$ cat src/rtl/ret_stack_pkg.sv
// Shared constants and helpers for the ret_stack return-address stack.
package ret_stack_pkg;

   localparam int NBITS_DEF  = 8;
   localparam int SDEPTH_DEF = 8;

   function automatic int depth_w(input int sdepth);
      return $clog2(sdepth + 1);
   endfunction

endpackage

$ cat src/rtl/ret_stack_ram.sv
// Spill storage for ret_stack: entries below the TOS register.
// Synchronous write, asynchronous read, no reset.
module ret_stack_ram
   import ret_stack_pkg::*;
#(
   parameter int NBITS   = NBITS_DEF,
   parameter int ENTRIES = SDEPTH_DEF - 1,
   parameter int AW      = 3
) (
   input  logic             clk,
   input  logic             we_i,
   input  logic [AW-1:0]    waddr_i,
   input  logic [NBITS-1:0] wdata_i,
   input  logic [AW-1:0]    raddr_i,
   output logic [NBITS-1:0] rdata_o
);

   logic [NBITS-1:0] mem_q [ENTRIES];

   always_ff @(posedge clk) begin
      if (we_i) mem_q[waddr_i] <= wdata_i;
   end

   assign rdata_o = mem_q[raddr_i];

endmodule

$ cat src/rtl/ret_stack.sv
// Hardware return-address stack (LIFO) with the top held in a register.
// Define RET_STACK_WRAP_EN to make push-while-full overwrite the oldest entry.
module ret_stack
   import ret_stack_pkg::*;
#(
   parameter int NBITS  = NBITS_DEF,
   parameter int SDEPTH = SDEPTH_DEF
) (
   input  logic                         clk,
   input  logic                         rst,
   input  logic                         push,
   input  logic                         pop,
   input  logic [NBITS-1:0]             data_in,
   output logic [NBITS-1:0]             data_out,
   output logic                         empty,
   output logic                         full,
   output logic                         ovf,
   output logic                         unf,
   output logic [depth_w(SDEPTH)-1:0]   depth
);

   localparam int DW = depth_w(SDEPTH);
   localparam int AW = (SDEPTH > 2) ? $clog2(SDEPTH - 1) : 1;
   localparam logic [AW-1:0] LAST = AW'(SDEPTH - 2);
   localparam logic [DW-1:0] FULL_CNT = DW'(SDEPTH);

   logic [NBITS-1:0] tos_q, tos_d;
   logic [AW-1:0]    wp_q, wp_d;
   logic [DW-1:0]    depth_q, depth_d;
   logic             ovf_q, ovf_d;
   logic             unf_q, unf_d;

   logic             we;
   logic [AW-1:0]    wp_inc, wp_dec;
   logic [NBITS-1:0] rdata;

   // Explicit wrap compares keep non-power-of-2 array sizes correct.
   assign wp_inc = (wp_q == LAST) ? '0 : wp_q + 1'b1;
   assign wp_dec = (wp_q == '0) ? LAST : wp_q - 1'b1;

   assign empty    = (depth_q == '0);
   assign full     = (depth_q == FULL_CNT);
   assign data_out = tos_q;
   assign depth    = depth_q;
   assign ovf      = ovf_q;
   assign unf      = unf_q;

   ret_stack_ram #(
      .NBITS   (NBITS),
      .ENTRIES (SDEPTH - 1),
      .AW      (AW)
   ) u_ram (
      .clk     (clk),
      .we_i    (we),
      .waddr_i (wp_q),
      .wdata_i (tos_q),
      .raddr_i (wp_dec),
      .rdata_o (rdata)
   );

   always_comb begin
      tos_d   = tos_q;
      wp_d    = wp_q;
      depth_d = depth_q;
      ovf_d   = ovf_q;
      unf_d   = unf_q;
      we      = 1'b0;
      if (push && pop && !empty) begin
         tos_d = data_in;
      end else if (push) begin
         if (!full) begin
            tos_d   = data_in;
            depth_d = depth_q + 1'b1;
            if (!empty) begin
               we   = 1'b1;
               wp_d = wp_inc;
            end
         end else begin
            ovf_d = 1'b1;
`ifdef RET_STACK_WRAP_EN
            // wp already points at the oldest entry when the array is full.
            we    = 1'b1;
            tos_d = data_in;
            wp_d  = wp_inc;
`else
`endif
         end
      end else if (pop) begin
         if (empty) begin
            unf_d = 1'b1;
         end else begin
            depth_d = depth_q - 1'b1;
            if (depth_q > DW'(1)) begin
               tos_d = rdata;
               wp_d  = wp_dec;
            end
         end
      end
   end

   always_ff @(posedge clk or posedge rst) begin
      if (rst) begin
         tos_q   <= '0;
         wp_q    <= '0;
         depth_q <= '0;
         ovf_q   <= 1'b0;
         unf_q   <= 1'b0;
      end else begin
         tos_q   <= tos_d;
         wp_q    <= wp_d;
         depth_q <= depth_d;
         ovf_q   <= ovf_d;
         unf_q   <= unf_d;
      end
   end

endmodule

$ cat config.mk
export PLATFORM = sky130hd
export DESIGN_NAME = ret_stack
export DESIGN_NICKNAME = d
export VERILOG_FILES = /design/src/rtl/ret_stack_pkg.sv /design/src/rtl/ret_stack_ram.sv /design/src/rtl/ret_stack.sv
export SDC_FILE = /design/constraint.sdc
export NUM_CORES = 1
export LEC_CHECK = 0
export BUFFER_PORTS_ARGS = -buffer_cell sky130_fd_sc_hd__buf_4
export CORE_MARGIN = 2
export CORE_UTILIZATION = 50
export CTS_CLUSTER_DIAMETER = 80
export DETAILED_ROUTE_END_ITERATION = 16
export GPL_TIMING_DRIVEN = 0
export PLACE_DENSITY = 0.69
export SLEW_MARGIN = 20
export SYNTH_ARGS = -nofsm -noshare
export SYNTH_HDL_FRONTEND = slang
export SYNTH_SLANG_ARGS = --single-unit
$ cat constraint.sdc
create_clock -name clk -period 2.7 [get_ports clk]
set_input_delay 0.405 -clock clk [delete_from_list [all_inputs] [get_ports clk]]
set_output_delay 0.405 -clock clk [all_outputs]
set_load 0.02 [all_outputs]
Yosys cells after proc, flatten, opt, wreduce, memory -nomap -nowiden. Memory sizes are Yosys's and may differ from the RTL's. Cells that the tools add are included.

Input port bits: 12. RAM bits: 56. Word-level logic and storage cells: 58. Register bits after elaboration: 17. Memories: 1. Output and inout port bits: 16.

Bitwise operators: 3. Reductions and logical operators: 14. $lt $le $gt $ge: 1. Mux-type cells: 24. Add/subtract/negate cells: 4. Equality and inequality tests: 6.

Memory list: u_ram.mem_q (depth 7, width 8, rd ports 1, clocked after memory_dff 0, write ports 1, RTL line ret_stack_ram.sv:18) `logic [NBITS-1:0] mem_q [ENTRIES];`.

Operator list (count): $mux 8 (6); $mux 3 (8); $mux 4 (4); $reduce_and 4->1 (3); $mux 1 (6); $ne 3x2->1 const B (2); $reduce_bool 3->1 (2); $reduce_and 5->1 (1); $add 4x1->4 const B (1); $eq 4x4->1 const B (1); $gt 4x1->1 const B (1); $logic_not 4->1 (1); $ne 2x2->1 const B (2); $reduce_bool 2->1 (2); $sub 4x1->4 const B (1); $add 3x1->3 const B (1); $eq 3x3->1 const B (1); $logic_not 3->1 (1); $not 1->1 (3); $reduce_and 3->1 (1); $sub 3x1->3 const B (1); $logic_and 1x1->1 (2); $logic_not 1->1 (1).

Longest topological paths before layout. Gate-level depths: netlist of run 1. An unclocked memory read counts as a cell.

Depth after elaboration: 8. Gate-level depth with buffers: 10. Mapped depth without buffers: 7.

Cells and area by module. From an unflattened synthesis of run 1, not the netlist that was laid out.

Cells, all modules: 230. Area total of the unflattened synthesis: 3505.9 um^2.

By module, submodules not included: ret_stack_ram (area an instance 2356.0 um^2, times used 1, cells an instance 125, seq. area each 1681.6 um^2); ret_stack (area an instance 1149.9 um^2, times used 1, cells an instance 105, seq. area each 425.4 um^2).

Least setup slack after synthesis of run 1. No wires, ideal clock.

Path type: register to register. Start point: reg depth_q[0] (netlist: depth[0]). End point: mem u_ram.mem_q[0][0] (netlist bit) (enable). Data required time: 2.317 ns. Buffers on the path: 0. Period minus slack after synthesis: 2.440 ns. Path slack: 0.260 ns. Setup time: 0.383 ns. Stages on the path, launching flop included: 7. Arrival: 2.057 ns. Cell sequence: dfrtp_1 -> inv_1 -> ha_1 -> nor2b_1 -> nor3b_1 -> nand2_1 -> nor3_1.

Longest elaborated chain between the ends: 7. Elaborated cells between the ends (all ways): 10. Classes of those cells: 1 x eq/ne; 6 x mux; 3 x reduce/logical.

Ends and longest elaborated chain: start, declared (RTL line ret_stack.sv:29) `logic [DW-1:0] depth_q, depth_d;`; start signal, assigned (RTL line ret_stack.sv:111) `depth_q <= depth_d;`; $logic_not 4->1 (RTL line ret_stack.sv:41) `assign empty = (depth_q == '0);`; $mux 1 (RTL line ret_stack.sv:74) `if (!empty) begin`; $mux 1 (RTL line ret_stack.sv:71) `if (!full) begin`; $mux 1 (RTL line ret_stack.sv:70) `end else if (push) begin`; $mux 1 * (RTL line ret_stack.sv:68) `if (push && pop && !empty) begin`; $mux 1 * (RTL line ret_stack_ram.sv:21) `if (we_i) mem_q[waddr_i] <= wdata_i;`; $mux 1 (implied by the code) * (RTL line ret_stack_ram.sv:21); end, declared (RTL line ret_stack_ram.sv:18).

Every way passes the cells marked *; elsewhere a longest branch is shown, timed or not.

Final worst setup path of run 1.
Start point: reg depth_q[0] (netlist: depth[0]). End point: mem u_ram.mem_q[4][6] (netlist bit) (enable).

The elaborated chain is that of the path after synthesis.

==> flow_summary.ini, run 1 <==
[floorplan]
coreArea_um2 = 6350
rows = 29
initial_utilization_pct = 51.4
io-pin-count = 28
die_x_um = 84.8
die_h_um = 84.8
dieArea_um2 = 7190

[sta]
tightest_slew_ps = 823
timing.fmax_mhz = 390
rsz0062_at_grt = true
setup_viol = 0
maxSlewHeadroom_pct = 44.9
finalCritPeriodShare_pct = 94.9
whs_ps = 185
fin_skew_ps = 5.97
fin_crit_ps = 2560
finalMaxSlewViolations = 0
hold_viol_final = 0

[cts]
clock-sinks = 73
cts_setup_buffers = 0
cts-htree-levels = 3
clkTransAtPathRegs_ps = 70
cts_made_buffers = 9
clockBufferDepth = 2
clock_latency_ps = 340
root_buffer = clkbuf_8
cts_tree = built

[status]
status = finished clean

[finish]
nets = 292
regArea_um2 = 2110
syn_to_final_growth_pct = 16.9
nFillCells = 480
final_cell_mix = 56 x edfxtp_1, 30 x buf_4, 17 x nand2_1, 17 x dfrtp_1, 14 x nor2_1
multi_input_area_um2 = 1050
instances_no_fill = 353
drive_gt1_share_pct = 26.1
diodes = 0
final_common_cell = edfxtp_1

[job]
maxCapViolCount = 0

[power]
leakagePower_nw = 1.42
vdd_drop_max_v = 0.000624
power_density_nw_per_um2 = 1220

[grt]
antenna_found_initial = 0
track_usage_pct = 20.6
grt_pass1_wl_um = 10600
overflow = 0
grt_max_degree = 20
grt_pass1_vias = 1908

[hold_path]
hp-class = in2async

[routing]
wl_um = 6790
viasPerCell = 5.74
dr.pass1.iters = 4
drc_errors = 0
post_drt_wl_per_cell_um = 19.2
num_vias = 2026
drt_iter0_drc = 161
ant_nets = 0

[critical_path]
path_class = reg2reg
worst_ep_arrival_time_ps = 2530
worst_ep_required_time_ps = 2670
cp_max_fo = 8
startpoint_type = register
worst_setup_path_end_kind = register

[synthesis]
synthArstFlopShare_pct = 23.3
ys_ff_latch = 73
syn_area_um2 = 3260
synthCells = 233
avgSynthCellArea_um2 = 14.0
synth.distinct_cells = 44
seq_area_frac_synth_pct = 64.5
yosysTopAreaCell = edfxtp_1
yosys-top-cells-area = edfxtp_1 52%, dfrtp_1 13%, mux4_2 4.8%
synth_ff_type = edfxtp_1
yosysWarningCount = 0
syn_nets = 254
synth_edf_count = 56
synth_top_area_share_pct = 51.5

[place]
io_buffers = 26
placedCellCount = 338
place_hpwl_um = 4410
gp_routability_congestion = 0.815
power breakdown:
part           switching (mW)  total (mW)  internal, mW  leakage (nW)
clock                   0.391       0.935         0.544         0.113
combinational            1.07        1.91         0.840         0.602
sequential              0.246        1.79          1.55         0.708
registers in the layout (all words and copies together), names as in the netlist:
register     cells
data_out         8
u_ram.mem_q     56
ovf              1
unf              1
wp_q             3
depth            4
routing by layer:
layer	GRT usage, %	wire, um	vias up	share of wire [%]
li1	-	-	949	-
met1	31.6	3180	1000	47
met2	28.2	3020	62	44
met3	3.44	408	15	6.0
met5	0	0	-	0
met4	11.0	187	0	2.8
worst max-delay path: stages, from the launching register on:
cell and delay (ps):
dfrtp_1 470, inv_1 110, ha_1 230, nor2b_1 170
nor3b_1 340, nand2_1 210, nor2_1 650
cells in the mapped netlist, types with 2 or more instances:
cell type	number
nor3b_1	3
inv_1	13
xor2_1	3
o211ai_1	6
o41ai_1	2
mux2i_1	3
dfrtp_1	17
clkbuf_1	4
a31o_2	2
mux4_2	7
nor3_1	8
nand2_1	17
o31ai_1	5
o21ai_0	10
buf_6	2
a221oi_1	5
buf_2	3
a2111oi_2	2
edfxtp_1	56
mux2_2	2
buf_4	3
nor2b_1	10
nor2_1	17
a21oi_1	5
ha_1	9
repair_timing:
item | 4_1_cts | 5_1_grt
resized for setup | 2 | 2
setup endpoints to repair | 21 | 30
cloned | 0 | 0
hold buffers | 0 | 0
pin swaps | 0 | 0
hold endpoints to repair | 0 | 0
cells by family after synthesis:
group,after synthesis,share of synthesized area [%]
xor gates and xnor gates,4,1.07
AOI/OAI and AO/OA,44,9.81
adders and majority gates,9,3.45
and+or+nand+nor,63,9.51
muxes,14,7.70
DFF,73,64.5
buffers and inverters,26,3.91
worst paths after layout:
check	startpoint	end	slack, ps	depth (start not counted)
worst max-delay path	depth[0]	u_ram.mem_q[4][6]	140	6
worst min-delay path	rst	depth[1]	190	2
worst max register to register	depth[0]	u_ram.mem_q[4][6]	140	6
worst min register to register	ovf	ovf	490	1
max in group asynchronous	rst	data_out[6]	2050	2
min in group clk	pop	unf	350	2
stage by stage:
| step | util [%] | area, um2 | setup TNS, ps | power (mW) | setup WS (ps) |
|---|---|---|---|---|---|
| 2_1_floorplan | - | 3260 | 0 | 3.11 | 260 |
| 3_3_place_gp | 56.0 | 3560 | -9510 | 3.69 | -455 |
| 3_5_place_dp | 56.5 | 3590 | -403 | 3.74 | -68.5 |
| 4_1_cts | 60.0 | 3810 | 0 | 4.66 | 76.1 |
| 5_1_grt | 60.1 | 3820 | -2240 | 4.93 | -120 |
| 6_report | 60.1 | 3820 | 0 | 4.64 | 138 |
final cells by class:
class,count,share of cell area (%)
inverters,13,1.28
repair buffers,28,5.61
well taps,77,2.52
clock buffers,11,3.70
plain buffers,12,2.03
clock inverters,5,2.07
flip-flops and latches,73,55.2
multi-input cells,134,27.6
Power figures use the tool's default switching activity.
==> inputs of run 2 (changes only) <==
==> constraint.sdc (replaced) <==
create_clock -name clk -period 2.7 [get_ports clk]
set_input_delay 0.135 -clock clk [delete_from_list [all_inputs] [get_ports clk]]
set_output_delay 0.135 -clock clk [all_outputs]
set_load 0.02 [all_outputs]
==> run 2 against run 1 <==
Compared with the run above: utilization is 0.16 points higher; cell area is 0.26% higher; wire length is 0.85% higher; combinational power hardly changed; setup slack worse by 38 ps; clock power hardly changed; clock-buffer cell count stayed put; sequential cell count stayed put; critical path depth stayed put; via count is 0.20% lower; register-to-register slack worse by 40 ps; cell count is 0.28% higher; largest power group unchanged; highest routed layer unchanged.
==> flow_summary.ini, run 2 (synthesis results as in run 1) <==
[grt]
track_usage_pct = 20.8
busiest_layer = met1
grt_max_degree = 20
gr-usage-met3_pct = 3.44
grt_pass1_vias = 1913
use_met1_pct = 31.8
grt_pass1_wl_um = 10700
overflow = 0
antenna_found_initial = 0
gr-usage-met2_pct = 28.6

[sta]
tightest_slew_ps = 835
whs_ps = 81.9
fin_tns_setup_ps = 0
rsz0062_at_grt = true
fin_skew_ps = 3.65
fin_crit_ps = 2600
timing.fmax_mhz = 385
hold_viol_final = 0
setup_viol = 0
finalCritPeriodShare_pct = 96.3
finalMaxSlewViolations = 0
maxSlewHeadroom_pct = 44.0

[floorplan]
die_x_um = 84.8
initial_utilization_pct = 51.4
rows = 29
dieArea_um2 = 7190
die_h_um = 84.8
coreArea_um2 = 6350
io-pin-count = 28

[hold_path]
min_to = unf
hold_start = pop
hold_path_depth = 2
hp-class = in2reg

[routing]
wl_um = 6850
num_vias = 2022
ant_nets = 0
drc_errors = 0
drt_iter0_drc = 173
dr.pass1.iters = 4
viasPerCell = 5.71
post_drt_wl_per_cell_um = 19.4

[critical_path]
worst_setup_path_end_kind = register
path_class = reg2reg
cp.buffers_inverters = 1
cpLargestDelayFamily = simple AND/OR/NAND/NOR gates
startpoint_type = register
cpMaxStageDelayCell = nor3_2
worst_ep_arrival_time_ps = 2570
path_cells = inv_1 -> ha_1 -> nor2b_1 -> nor3b_1 -> nand2_1 -> nor3_2
worst_ep_required_time_ps = 2670
rrSetupSlack_ps = 100
reg2reg_depth = 6
r2r_start = depth[0]
max_stage_delay_ps = 670
timing.rr.end = u_ram.mem_q[6][6]
cp_max_fo = 8

[power]
leakagePower_nw = 1.43
power_density_nw_per_um2 = 1210
pwr-share-comb_pct = 41.2
p_switching_mw = 1.71
vdd_drop_max_v = 0.000624
clockPowerShare_pct = 20.1
swShare_pct = 36.8
p_int_mw = 2.93
power_mw = 4.64
seqPwrFrac_pct = 38.6

[finish]
final_common_cell = edfxtp_1
drive_gt1_share_pct = 26.0
top_register = u_ram.mem_q
syn_to_final_growth_pct = 17.2
diodes = 0
instances_no_fill = 354
final_cell_mix = 56 x edfxtp_1, 30 x buf_4, 17 x nand2_1, 17 x dfrtp_1, 14 x nor2_1
finalInstanceArea_um2 = 3830
largest_register_ffs = 56
nets = 293

[cts]
root_buffer = clkbuf_8
cts_setup_buffers = 0
clockBufferDepth = 2
clkTransAtPathRegs_ps = 70
cts_made_buffers = 9
clock-sinks = 73
clock_latency_ps = 340
cts-htree-levels = 3
cts_tree = built

[place]
io_buffers = 26
placedCellCount = 338
post_dp_cell_area_um2 = 3590
gp_routability_congestion = 0.815
place_hpwl_um = 4410

[job]
maxCapViolCount = 0

[status]
status = finished clean
[run 2: cell count changes in the layout (fill, tap and decap cells not counted)]
cell,before,now
dlygate4sd3_1,0,1
[run 2: metal layers]
metal	vias to the layer above	wire length [um]
met5	-	0
met2	51	3090
met4	0	169
met1	1008	3190
li1	952	-
met3	11	410
[run 2: timing repair]
action / in CTS / in global routing
setup endpoints to repair: 21 / 30
resized for setup: 2 / 2
hold endpoints to repair: 17 / 0
hold buffers: 1 / 0
[run 2: cell type report]
class	count	area [um2]
clock inverter	5	78.8
buffer	12	77.6
timing repair buffer	29	224
fill	479	2520
sequential	73	2110
clock buffer	11	141
inverter	13	48.8
tap	77	96.3
multi-input combinational	134	1050
[run 2: worst max-delay path by stage]
stage,start,end,cells past startpoint,slack [ps]
finish,depth[0],u_ram.mem_q[6][6],6,100
global route,depth[0],u_ram.mem_q[6][1],6,-120
CTS,depth[0],u_ram.mem_q[6][3],6,80
detailed placement,wp_q[1],data_out[3],8,-70
global placement,depth[0],u_ram.mem_q[1][3],6,-460
floorplan,depth[0],u_ram.mem_q[0][0],6,260
[run 2: power groups by stage]
stage | combinational (mW) | clock [mW] | sequential [mW]
CTS | 1.91 | 0.953 | 1.79
global route | 2.09 | 0.996 | 1.84
floorplan | 1.23 | 0 | 1.88
detailed placement | 1.93 | 0 | 1.81
global placement | 1.88 | 0 | 1.80
finish | 1.91 | 0.935 | 1.79
[run 2: metrics by stage]
step	setup slack (ps)	util, %
3_5_place_dp	-68.5	56.5
2_1_floorplan	260	-
6_report	100	60.3
5_1_grt	-120	60.3
3_3_place_gp	-455	56.0
4_1_cts	76.1	60.2
==> inputs of run 3 (changes only) <==
- PLACE_DENSITY: 0.69 -> default
- PLACE_DENSITY_LB_ADDON: default -> 0.1
==> run 3 against run 2 <==
Compared with the run above: clock power up 8%; combinational power about the same; global-route usage about the same; first-iteration DRC count down 23%; critical path depth unchanged; clock-buffer cell count down 1; hold slack worse by 1.5 ps; largest power group unchanged.
==> flow_summary.ini, run 3 (synthesis results as in run 1) <==
[status]
status = finished clean

[power]
p_int_mw = 3.00
p_switching_mw = 1.75
power_mw = 4.75
leakagePower_nw = 1.44
vdd_drop_max_v = 0.000594
power_density_nw_per_um2 = 1230
clockPowerShare_pct = 21.3
pwr-share-comb_pct = 40.8
seqPwrFrac_pct = 37.9
swShare_pct = 36.9

[cts]
cts_setup_buffers = 0
root_buffer = clkbuf_8
clock-sinks = 73
clockBufferDepth = 2
clkTransAtPathRegs_ps = 80
cts-htree-levels = 3
clock_latency_ps = 340
cts_made_buffers = 9
cts_tree = built

[place]
post_dp_cell_area_um2 = 3590
io_buffers = 26
placedCellCount = 339
gp_routability_congestion = 0.795
place_hpwl_um = 4580

[floorplan]
die_x_um = 84.8
initial_utilization_pct = 51.4
dieArea_um2 = 7190
io-pin-count = 28
coreArea_um2 = 6350
rows = 29
die_h_um = 84.8

[finish]
regArea_um2 = 2110
syn_to_final_growth_pct = 18.2
final_cell_mix = 56 x edfxtp_1, 32 x buf_4, 17 x nand2_1, 17 x dfrtp_1
final_common_cell = edfxtp_1
fin_util_pct = 60.8
instances_no_fill = 355
nets = 294
multi_input_area_um2 = 1070
largest_register_ffs = 56
top_register = u_ram.mem_q
finalInstanceArea_um2 = 3860
diodes = 0
nFillCells = 499
drive_gt1_share_pct = 26.3

[job]
maxCapViolCount = 0

[sta]
fin_crit_ps = 2560
maxSlewHeadroom_pct = 48.6
hold_viol_final = 0
finalCritPeriodShare_pct = 94.7
fin_skew_ps = 7.32
finalMaxSlewViolations = 0
setup_viol = 0
timing.fmax_mhz = 391
tightest_slew_ps = 770
rsz0062_at_grt = true

[critical_path]
r2r_start = depth[0]
cp.buffers_inverters = 1
rrSetupSlack_ps = 140
cp_max_fo = 8
path_cells = inv_1 -> ha_1 -> nor2b_1 -> nor3b_1 -> nand2_1 -> nor2_2
cpMaxStageDelayCell = nor2_2
path_class = reg2reg
max_stage_delay_ps = 580
worst_setup_path_end_kind = register
worst_ep_required_time_ps = 2680
startpoint_type = register
startpoint = depth[0]
worst_ep_arrival_time_ps = 2540
cpLargestDelayFamily = simple AND/OR/NAND/NOR gates

[routing]
ant_nets = 0
drc_errors = 0
post_drt_wl_per_cell_um = 19.8
wl_um = 7030
drt_iter0_drc = 133
num_vias = 2027
viasPerCell = 5.71
dr.pass1.iters = 4

[grt]
overflow = 0
grt_max_degree = 20
track_usage_pct = 20.7
grt_pass1_vias = 1934
grt_pass1_wl_um = 10800
antenna_found_initial = 0

[hold_path]
hold_start = pop
hp-class = in2reg
## run 3: changes by cell type in the layout (fill, tap and decap cells not counted), sizes merged
| cell | delta |
|---|---|
| buf | +1 |
| clkbuf | -1 |
| bufinv | +1 |
## run 3: path summary, 6_finish.rpt
check	endpoint	depth (start not counted)
max	u_ram.mem_q[3][1]	6
min	unf	2
max reg2reg	u_ram.mem_q[3][1]	6
min reg2reg	unf	1
max in group asynchronous	data_out[7]	3
min in group asynchronous	ovf	3
## run 3: metal layers
layer,GRT usage [%],wire (um)
met4,8.37,50
met5,0,0
met1,30.9,3260
met2,30.1,3330
met3,4.23,391
## run 3: layout make-up
class	instances	area share, %
Sequential cell	73	54.6
Multi-Input combinational cell	134	27.7
Timing Repair Buffer	30	5.90
Clock buffer	10	3.31
Clock inverter	6	2.76
Tap cell	77	2.50
Buffer	12	2.01
Inverter	13	1.26
## run 3: repair_timing
| action | 4_1_cts | 5_1_grt |
|---|---|---|
| resized for setup | 2 | 5 |
| hold buffers | 1 | 0 |
| gates cloned | 0 | 0 |
| endpoints found under the setup margin | 22 | 22 |
| endpoints found under the hold margin | 17 | 0 |
## run 3: through the flow
step	hold slack (ps)	setup TNS [ps]	worst slack, ps
after detailed placement	329	-369	-98.9
after CTS	69.9	0	105
final	80.4	0	143
after floorplan	61.1	0	260
after global placement	320	-9600	-465
after global routing	73.4	-22.3	-9.55
## run 3: power groups by stage
stage	sequential [mW]	clock (mW)	combinational, mW
after CTS	1.80	1.02	1.92
after global placement	1.81	0	1.90
final	1.80	1.01	1.94
after detailed placement	1.82	0	1.93
after global routing	1.85	1.06	2.12
after floorplan	1.88	0	1.23
